### config.mk
export PLATFORM = sky130hd
export DESIGN_NAME = hs_elastic_buf
export DESIGN_NICKNAME = d
export VERILOG_FILES = /design/src/rtl/hs_elastic_buf.sv
export SDC_FILE = /design/constraint.sdc
export NUM_CORES = 1
export LEC_CHECK = 0
export ABC_AREA = 1
export CORE_ASPECT_RATIO = 1.4
export CORE_MARGIN = 2
export CORE_UTILIZATION = 38
export CTS_CLUSTER_SIZE = 8
export DETAILED_ROUTE_END_ITERATION = 12
export PLACE_DENSITY = 0.63
export SYNTH_ARGS = -nofsm -noshare
export SYNTH_HDL_FRONTEND = slang
export SYNTH_SLANG_ARGS = --single-unit
### constraint.sdc
create_clock -name clk -period 4.6 [get_ports clk]
set_input_delay 0.92 -clock clk [delete_from_list [all_inputs] [get_ports clk]]
set_output_delay 0.92 -clock clk [all_outputs]
set_load 0.02 [all_outputs]
### src/rtl/hs_elastic_buf.sv
// hs_elastic_buf: DEPTH-entry valid/ready elastic buffer with registered
// ready, registered head-of-queue output and optional duplicate absorption.
module hs_elastic_buf #(
    parameter int WIDTH = 32,
    parameter int DEPTH = 4,
    parameter int DEDUP = 0,
    parameter int CNT_W = 16
) (
    input  logic                       clk,
    input  logic                       rst_n,
    input  logic                       en_i,
    input  logic [WIDTH-1:0]           data_i,
    output logic                       rdy_to_send,
    output logic                       en_o,
    output logic [WIDTH-1:0]           data_out,
    input  logic                       rdy_to_recieve,
    output logic [$clog2(DEPTH):0]     level,
    output logic [CNT_W-1:0]           drop_cnt
);

    localparam int AW = $clog2(DEPTH);
    localparam int LW = AW + 1;
    localparam logic [LW-1:0] FULL = LW'(DEPTH);

    logic [WIDTH-1:0] mem [DEPTH];
    logic [AW-1:0]    wr_ptr;
    logic [AW-1:0]    rd_ptr;
    logic [AW-1:0]    rd_nxt;
    logic [LW-1:0]    level_q;
    logic [LW-1:0]    lvl_pop;
    logic [LW-1:0]    lvl_nxt;
    logic             rdy_q;
    logic             push;
    logic             pop;
    logic             dup;
    logic             store;
    logic [WIDTH-1:0] head_nxt;

    assign push        = en_i & rdy_q;
    assign pop         = (level_q != '0) & rdy_to_recieve;
    assign store       = push & ~dup;
    assign rdy_to_send = rdy_q;
    assign en_o        = (level_q != '0);
    assign level       = level_q;

    always_comb begin
        lvl_pop  = level_q - LW'(pop);
        lvl_nxt  = lvl_pop + LW'(store);
        rd_nxt   = rd_ptr + AW'(pop);
        // An empty-after-pop buffer forwards the incoming word as the new head
        head_nxt = (lvl_pop == '0) ? data_i : mem[rd_nxt];
    end

    always_ff @(posedge clk) begin
        if (store) begin
            mem[wr_ptr] <= data_i;
        end
    end

    always_ff @(posedge clk) begin
        if (!rst_n) begin
            wr_ptr   <= '0;
            rd_ptr   <= '0;
            level_q  <= '0;
            rdy_q    <= 1'b0;
            data_out <= '0;
        end else begin
            wr_ptr  <= wr_ptr + AW'(store);
            rd_ptr  <= rd_nxt;
            level_q <= lvl_nxt;
            rdy_q   <= (lvl_nxt != FULL);
            if (lvl_nxt != '0) begin
                data_out <= head_nxt;
            end
        end
    end

    if (DEDUP != 0) begin : g_dedup
        logic [WIDTH-1:0] last_data;
        logic             last_vld;
        logic [CNT_W-1:0] cnt;

        assign dup      = push & last_vld & (data_i == last_data);
        assign drop_cnt = cnt;

        always_ff @(posedge clk) begin
            if (!rst_n) begin
                last_data <= '0;
                last_vld  <= 1'b0;
                cnt       <= '0;
            end else begin
                if (push) begin
                    last_data <= data_i;
                    last_vld  <= 1'b1;
                end
                if (dup && (cnt != '1)) begin
                    cnt <= cnt + 1'b1;
                end
            end
        end
    end else begin : g_nodedup
        assign dup      = 1'b0;
        assign drop_cnt = '0;
    end

endmodule

==> flow_metrics.py <==
metrics = {
    "clock_network": {
        "cts_resized": 0,
        "clk_latency_ns": 0.43,
        "cts_buffers": 17,
        "path_clk_slew_ns": 0.07,
        "cts_setup_buffers": 0,
        "max-clock-path-buffers": 2,
        "cts.sink_count": 168,
        "clockRootBuffer": "clkbuf_16",
        "ctsHtreeMaxLevel": 4,
        "cts_tree": "yes",
        "ctsHoldBuffers": 0,
    },
    "place": {
        "postPlaceCellArea_um2": 8662,
        "gp_congestion": 0.7583,
        "io_buffer_count": 72,
        "dpl.hpwl_um": 10670,
    },
    "yosys": {
        "ys_warn_count": 0,
        "synth_area_leader_cell": "edfxtp_1",
        "synth_top_area_frac": 0.4941,
        "syn_area_per_cell_um2": 8.711,
        "netlist_top_cells_area": "edfxtp_1, nand2_1, dfxtp_1",
        "syn_inst": 893,
        "ys_ff_latch": 168,
        "yosys.cell_types.count": 22,
        "syn_area_um2": 7779,
        "yosysSeqAreaShare": 0.5971,
    },
    "routing": {
        "wl_um": 17660,
        "firstDrtPassIters": 4,
        "wl_per_cell_um": 14.48,
        "vias_per_cell": 4.626,
        "via_count": 5644,
        "ant_nets": 0,
        "drc": 0,
        "initialDrtViolationCount": 297,
    },
    "timing": {
        "final_max_slew_viol_count": 0,
        "post-route-period-util": 0.7017,
        "slew_headroom": 0.4310,
        "hold_viol_final": 0,
        "min_period_ns": 3.228,
        "grt_setup_unrepaired": "false",
        "fmax_mhz": 309.8,
        "holdWs_ns": 0.5105,
        "setup_viol": 0,
        "finClkSkew_ns": 0.008548,
        "worst_pin_slew_ns": 0.8489,
        "tns_ns": 0,
    },
    "global_routing": {
        "grt.met3_usage": 0.03272,
        "antenna_found_initial": 0,
        "grt-busiest-layer": "met2",
        "grt.overflow.total": 0,
        "grt_pass1_vias": 5316,
        "grt_start_max_net_pins": 66,
        "use_met1": 0.1795,
        "track_usage": 0.1643,
        "grt_pass1_wl_um": 27740,
        "met2_usage": 0.3124,
    },
    "setup_path": {
        "reg2reg_slack_ns": 1.70,
        "end_kind": "flop",
        "r2r.worst_path.cells": 13,
        "required_ns": 4.92,
        "worstPathArrival_ns": 3.55,
        "start_kind": "primary input",
        "path_class": "in2reg",
        "r2r-start": "level[2]",
        "crit_fanout": 35,
        "r2r-end": "data_out[29]",
    },
    "flow_run": {
        "cap_violations": 0,
    },
    "cells_and_area": {
        "fin_util": 0.4631,
        "syn2layout_area_growth_pct": 19.06,
        "fillers": 1917,
        "drive_gt1_frac": 0.06612,
        "fin_area_um2": 9261,
        "n_antenna_cell": 0,
        "layout.nets": 997,
    },
    "min_path": {
        "holdPathStages": 2,
        "min_to": "rd_ptr[1]",
        "min_from": "rd_ptr[1]",
        "hold_class": "reg2reg",
    },
    "die": {
        "start_util": 0.3890,
        "rows": 61,
        "die_w_um": 124.9,
        "die-area_um2": 21650,
        "core-area_um2": 20000,
        "die_h_um": 173.3,
        "ios": 89,
    },
    "pwr": {
        "power_mw": 7.705,
        "ir_drop_uv": 495.9,
        "leakage_nw": 4.145,
        "powerDensity_nw_per_um2": 831.9,
    },
    "run_status": {
        "status": "finished clean",
    },
}
## synth_stat cells
library cell / instances
nand2_1: 331
nor2_1: 129
edfxtp_1: 128
inv_1: 112
dfxtp_1: 40
nand3_1: 33
nand4_1: 32
buf_2: 28
buf_4: 25
ha_1: 6
clkbuf_1: 4
nor3_1: 4
a21oi_1: 3
buf_6: 3
inv_2: 3
nand2_4: 3
nand3_4: 3
nand2_2: 2
and2_1: 1
conb_1: 1
nor2_2: 1
xnor2_1: 1
## cells in the final DEF (no fill, tap or decap), types with 3 or more instances in the layout
master	n
a21oi_1	3
buf_4	14
clkbuf_16	17
clkdlybuf4s50_1	72
conb_1	16
dfxtp_1	40
edfxtp_1	128
ha_1	5
inv_1	112
inv_2	3
inv_6	6
nand2_1	331
nand2_4	3
nand3_1	33
nand3_4	3
nand4_1	32
nor2_1	129
nor3_2	4
## metal layers
metal,share of wire,vias up
met1,0.39,2586
met2,0.54,155
met5,0,-
met3,0.048,28
met4,0.020,0
li1,-,2875
## report_power, final
| part | internal, mW | leakage [nW] | total, mW | switching (mW) |
|---|---|---|---|---|
| combinational | 1.45 | 2.36 | 4.26 | 2.81 |
| sequential | 1.88 | 1.49 | 2.00 | 0.122 |
| clock | 0.828 | 0.288 | 1.44 | 0.615 |
## registers in the layout (all words and copies together) (netlist names)
signal / flops
data_out: 32
level: 3
rd_ptr: 2
rdy_to_send: 1
wr_ptr: 2
mem: 128
## critical path: stages
cell and delay, ns:
clkdlybuf4s50_1 0.39, and2_1 0.18, ha_1 0.18, ha_1 0.29, inv_1 0.04, ha_1 0.23, inv_1 0.10, nand3_4 0.37
nand3_4 0.54, nand2_1 0.11, nor2_1 0.12, nor2_1 0.05
## worst max-delay path by stage
stage,start,endpoint,cells after the start
floorplan,en_i,mem[0][0],2
global placement,rdy_to_recieve,data_out[16],12
detailed placement,rdy_to_recieve,data_out[29],12
CTS,rdy_to_recieve,data_out[29],12
global route,rdy_to_recieve,data_out[24],12
finish,rdy_to_recieve,data_out[29],12
## kinds of logic (layout without fill, tap and decap cells)
| kind of cell | count (synthesis) | count (layout) | share of synthesized area |
|---|---|---|---|
| buffers and inverters | 175 | 235 | 0.1039 |
| other | 1 | 16 | 0.0004821 |
| adder cells (fa/ha/maj) | 6 | 6 | 0.009651 |
| AND/OR/NAND/NOR | 539 | 539 | 0.2858 |
| AO/OA/AOI/OAI | 3 | 3 | 0.001930 |
| flip-flops | 168 | 168 | 0.5971 |
| XOR/XNOR | 1 | 1 | 0.001126 |
## final cells by class
cell class	count	area, µm²	share of cell area
clock buffer	18	439.2	0.04742
timing repair buffer	88	865.8	0.09349
clock inverter	14	160.2	0.01729
multi-input combinational	565	2405	0.2597
inverter	115	431.7	0.04661
sequential	168	4644	0.5015
tap	252	315.3	0.03404
## per-stage QoR
stage | cells | setup WS [ns]
final | 1220 | 1.372
after global routing | 1220 | 1.194
after CTS | 1220 | 1.381
after detailed placement | 1188 | 0.9331
after global placement | 1188 | 0.9791
after floorplan | 908 | 0.9019
Power figures use the tool's default switching activity.
